[src/rtl/serial_parity_pkg.sv]
// Shared types and constants for the serial parity receiver.
package serial_parity_pkg;

  localparam int unsigned DEF_DATA_W = 8;

  typedef enum logic [1:0] {
    IDLE,
    DATA,
    PAR,
    STOP
  } rx_state_t;

endpackage

[src/rtl/parity_acc.sv]
// Running XOR accumulator: clears on clr, toggles when en and d are both high.
module parity_acc
  import serial_parity_pkg::*;
(
  input  logic clk,
  input  logic rst,
  input  logic clr,
  input  logic en,
  input  logic d,
  output logic p
);

  logic p_d, p_q;

  always_comb begin
    p_d = p_q;
    if (clr) begin
      p_d = 1'b0;
    end else if (en && d) begin
      p_d = ~p_q;
    end
  end

  always_ff @(posedge clk or posedge rst) begin
    if (rst) begin
      p_q <= 1'b0;
    end else begin
      p_q <= p_d;
    end
  end

  assign p = p_q;

endmodule

[src/rtl/serial_parity_rx.sv]
// Strobed serial frame receiver: start, DATA_W bits LSB first, parity, stop.
// Define SERIAL_PARITY_RX_STOP_CHECK_EN to flag a low stop bit on frame_err.
module serial_parity_rx
  import serial_parity_pkg::*;
#(
  parameter int unsigned DATA_W     = DEF_DATA_W,
  parameter int unsigned PARITY_ODD = 0
) (
  input  logic              clk,
  input  logic              rst,
  input  logic              sin,
  input  logic              sin_valid,
  output logic [DATA_W-1:0] data_out,
  output logic              data_valid,
  output logic              parity_err,
  output logic              frame_err,
  output logic              busy
);

  localparam int unsigned CntW = $clog2(DATA_W) + 1;
  localparam logic [CntW-1:0] LastBit = CntW'(DATA_W - 1);
  localparam logic OddSel = (PARITY_ODD != 0);

  rx_state_t         state_d, state_q;
  logic [CntW-1:0]   count_d, count_q;
  logic [DATA_W-1:0] shreg_d, shreg_q;
  logic              par_bit_d, par_bit_q;
  logic [DATA_W-1:0] data_out_d, data_out_q;
  logic              data_valid_d, data_valid_q;
  logic              parity_err_d, parity_err_q;
  logic              frame_err_d, frame_err_q;

  logic acc_clr, acc_en, acc_p;

  // Accumulator is zeroed as the start bit is taken, then folds every data bit.
  assign acc_clr = sin_valid && (state_q == IDLE) && !sin;
  assign acc_en  = sin_valid && (state_q == DATA);

  parity_acc u_parity_acc (
    .clk (clk),
    .rst (rst),
    .clr (acc_clr),
    .en  (acc_en),
    .d   (sin),
    .p   (acc_p)
  );

  always_comb begin
    state_d      = state_q;
    count_d      = count_q;
    shreg_d      = shreg_q;
    par_bit_d    = par_bit_q;
    data_out_d   = data_out_q;
    data_valid_d = 1'b0;
    parity_err_d = parity_err_q;
    frame_err_d  = frame_err_q;

    if (sin_valid) begin
      unique case (state_q)
        IDLE: begin
          if (!sin) begin
            state_d = DATA;
            count_d = '0;
          end
        end
        DATA: begin
          for (int unsigned i = 0; i < DATA_W; i++) begin
            if (count_q == CntW'(i)) begin
              shreg_d[i] = sin;
            end
          end
          if (count_q == LastBit) begin
            state_d = PAR;
            count_d = '0;
          end else begin
            count_d = count_q + 1'b1;
          end
        end
        PAR: begin
          par_bit_d = sin;
          state_d   = STOP;
        end
        STOP: begin
          // Only the finished word reaches data_out, never the shift register mid-frame.
          state_d      = IDLE;
          data_out_d   = shreg_q;
          data_valid_d = 1'b1;
          parity_err_d = acc_p ^ par_bit_q ^ OddSel;
`ifdef SERIAL_PARITY_RX_STOP_CHECK_EN
          frame_err_d  = !sin;
`else
          frame_err_d  = 1'b0;
`endif
        end
        default: begin
          state_d = IDLE;
        end
      endcase
    end
  end

  always_ff @(posedge clk or posedge rst) begin
    if (rst) begin
      state_q      <= IDLE;
      count_q      <= '0;
      shreg_q      <= '0;
      par_bit_q    <= 1'b0;
      data_out_q   <= '0;
      data_valid_q <= 1'b0;
      parity_err_q <= 1'b0;
      frame_err_q  <= 1'b0;
    end else begin
      state_q      <= state_d;
      count_q      <= count_d;
      shreg_q      <= shreg_d;
      par_bit_q    <= par_bit_d;
      data_out_q   <= data_out_d;
      data_valid_q <= data_valid_d;
      parity_err_q <= parity_err_d;
      frame_err_q  <= frame_err_d;
    end
  end

  assign data_out   = data_out_q;
  assign data_valid = data_valid_q;
  assign parity_err = parity_err_q;
  assign frame_err  = frame_err_q;
  assign busy       = (state_q != IDLE);

endmodule

[config.mk]
export PLATFORM = sky130hd
export DESIGN_NAME = serial_parity_rx
export DESIGN_NICKNAME = d
export VERILOG_FILES = /design/src/rtl/serial_parity_pkg.sv /design/src/rtl/parity_acc.sv /design/src/rtl/serial_parity_rx.sv
export SDC_FILE = /design/constraint.sdc
export NUM_CORES = 1
export LEC_CHECK = 0
export ABC_AREA = 1
export CAP_MARGIN = 15
export CORE_AREA = 2 2 51 53
export DETAILED_ROUTE_END_ITERATION = 12
export DIE_AREA = 0 0 53 55
export GPL_ROUTABILITY_DRIVEN = 1
export PLACE_DENSITY = 0.76
export SYNTH_ARGS = -nofsm -noshare
export SYNTH_HDL_FRONTEND = slang
export SYNTH_SLANG_ARGS = --single-unit
export TNS_END_PERCENT = 10
[constraint.sdc]
create_clock -name clk -period 1.4 [get_ports clk]
set_input_delay 0.28 -clock clk [delete_from_list [all_inputs] [get_ports clk]]
set_output_delay 0.28 -clock clk [all_outputs]
set_load 0.005 [all_outputs]
==> flow_summary.ini <==
[routing]
vias = 981
dr.pass1.iters = 4
detail_route.wl_per_cell_um = 11.7
viasPerCell = 4.95
wl_um = 2320
ant_nets = 0
route.detailed.drc = 0
drt_iter0_drc = 13

[global_route]
use_met1_pct = 20.1
grt_busiest_layer = met2
globalRouteMet2Util_pct = 35.4
grt_first_pass_wirelength_um = 3750
antenna_found_initial = 0
grtUsageMet3_pct = 2.42
grt_pass1_vias = 920
grtUsageTotal_pct = 18.1
grt_overflow = 0
grt_max_degree = 27

[sta]
period_share_pct = 97.7
holdWs_ns = 0.286
period_minus_slack_ns = 1.37
finalSetupViolCount = 0
rsz0062_at_grt = yes
finClkSkew_ns = 0.00303
drv_slew = 0
hold_viol_final = 0
fmax_mhz = 731

[worst_setup_path]
criticalPathCategory = register to primary output
arrival_ns = 1.09
critical_path.max_fanout = 2
end_kind = primary output
crit_required_ns = 1.12
critPathLaunchType = register

[logic_synthesis]
synth_nets = 153
ys_types = 19
synth_edf_count = 0
avgSynthCellArea_um2 = 8.63
synthArstFlopShare_pct = 100
ys_dominant_reg_cell = dfrtp_1
yosys_register_bits = 26
syn_area_um2 = 1220
syn_inst = 141
yosys_warnings = 0
ys_seq_area_share_pct = 53.5

[cells_and_area]
n_antenna_cell = 0
post-route-util_pct = 65.4
area_delta_synth_final_pct = 27.3
nets = 181
design_area_um2 = 1550
layout-drive-gt1-share_pct = 17.3
fillCellCount = 209

[die]
fp.dieH_um = 55
initial_core_util_pct = 51.4
core_area_um2 = 2360
ios = 16
die_area_um2 = 2920
num_rows = 18
die_w_um = 53

[flow_run]
max_cap_violations = 0

[placement]
dp_hpwl_um = 1720
place_congestion = 0.770
io_buffers = 14
place_area_um2 = 1460

[power_and_ir_drop]
p_leak_nw = 0.804
cellPowerDensity_nw_per_um2 = 1870
ir_drop_mv = 1.21
finalPower_w = 0.00290

[clocking]
htree_levels = 1
cts_tree = done
cts.path.max_buffers = 2
cts.sinks = 26
cts-hold-fix-buffers = 0
cts-root-buf = clkbuf_4
clkLatencyLatePin_ns = 0.32
cts_buffers = 3
path_clk_slew_ns = 0.14

[hold_path]
hold_class = primary input to asynchronous set/reset pin

[outcome]
status = completed
path summary, 6_finish.rpt:
kind | from | end | slack, ns | cells past startpoint
max | state_q[1] | busy | 0.03 | 4
min | rst | parity_err | 0.29 | 3
max reg2reg | state_q[1] | count_q[3] | 0.07 | 9
min reg2reg | data_out[0] | data_out[0] | 0.50 | 2
max in group asynchronous | rst | count_q[3] | 0.87 | 3
min in group clk | data_out[0] | data_out[0] | 0.50 | 2
through the flow:
stage,setup TNS [ns],instances,setup WS [ns]
floorplan,0,141,0.153
global placement,-0.293,193,-0.0477
detailed placement,-0.540,193,-0.0703
CTS,-0.0742,198,-0.0702
global route,-0.0362,198,-0.0250
finish,0,198,0.0323
state kept, by name, indices dropped and copies added, names as in the netlist:
register	cells
count_q	4
par_bit_q	1
u_parity_acc.p	1
data_valid	1
parity_err	1
shreg_q	8
data_out	8
state_q	2
logic make-up after synthesis:
family	synth area share (%)
and+or+nand+nor	22.8
DFF	53.5
AOI/OAI and AO/OA	8.75
buffers and inverters	5.66
adders and majority gates	8.23
xor gates and xnor gates	0.720
other	0.308
worst max-delay path, cell delays in order, from the launching register on:
cell and delay, ns:
dfrtp_1 0.42, inv_2 0.09, ha_4 0.12, inv_1 0.03, clkbuf_2 0.10
routing by layer:
metal | vias up | part of all wire (%)
met3 | 5 | 3.1
met5 | - | 0
li1 | 503 | -
met2 | 16 | 52
met4 | 0 | 1.6
met1 | 457 | 43
Yosys cell counts, types with 2 or more instances:
| library cell | instances | area share, % |
|---|---|---|
| inv_1 | 14 | 4.3 |
| nand2_1 | 43 | 13 |
| o21ai_0 | 14 | 5.8 |
| ha_1 | 8 | 8.2 |
| o21ai_1 | 4 | 1.6 |
| nand4_1 | 2 | 1.0 |
| a21oi_1 | 2 | 0.82 |
| nand3_1 | 11 | 4.5 |
| nor2_1 | 8 | 2.5 |
| dfrtp_1 | 26 | 53 |
cell usage in the layout (no fill, tap or decap), types with 2 or more instances in the layout:
cell type        Yosys  layout
nand2_1             43      41
dfrtp_1             26      26
o21ai_0             14      14
inv_1               14      11
nand3_1             11      10
dlygate4sd2_1        0      10
buf_4                1      10
nor2_1               8       7
ha_1                 8       6
o21ai_1              4       4
inv_2                1       3
clkbuf_4             0       3
clkdlybuf4s50_1      0       3
nand2_4              0       2
a21oi_1              2       2
nand4_1              2       2
cell type report:
cell class	instances	area, um2	area share, %
timing repair buffer	25	209	13.5
tap	30	37.5	2.43
clock buffer	3	22.5	1.46
multi-input combinational	98	539	34.8
sequential	26	651	42.0
inverter	15	58.8	3.80
clock inverter	1	30.0	1.94
where the power goes:
part           switching, W  internal [W]  total (W)
Combinational      0.000644      0.000560    0.00120
Sequential         0.000160       0.00102    0.00118
Clock              0.000225      0.000290   0.000515
Total               0.00103       0.00187    0.00290
what timing repair did:
item / 4_1_cts / 5_1_grt
setup endpoints to repair: 14 / 15
pin swaps: 1 / 2
cloned: 0 / 0
gates resized for setup: 16 / 12
setup buffers: 1 / 0
Power figures use the tool's default switching activity.
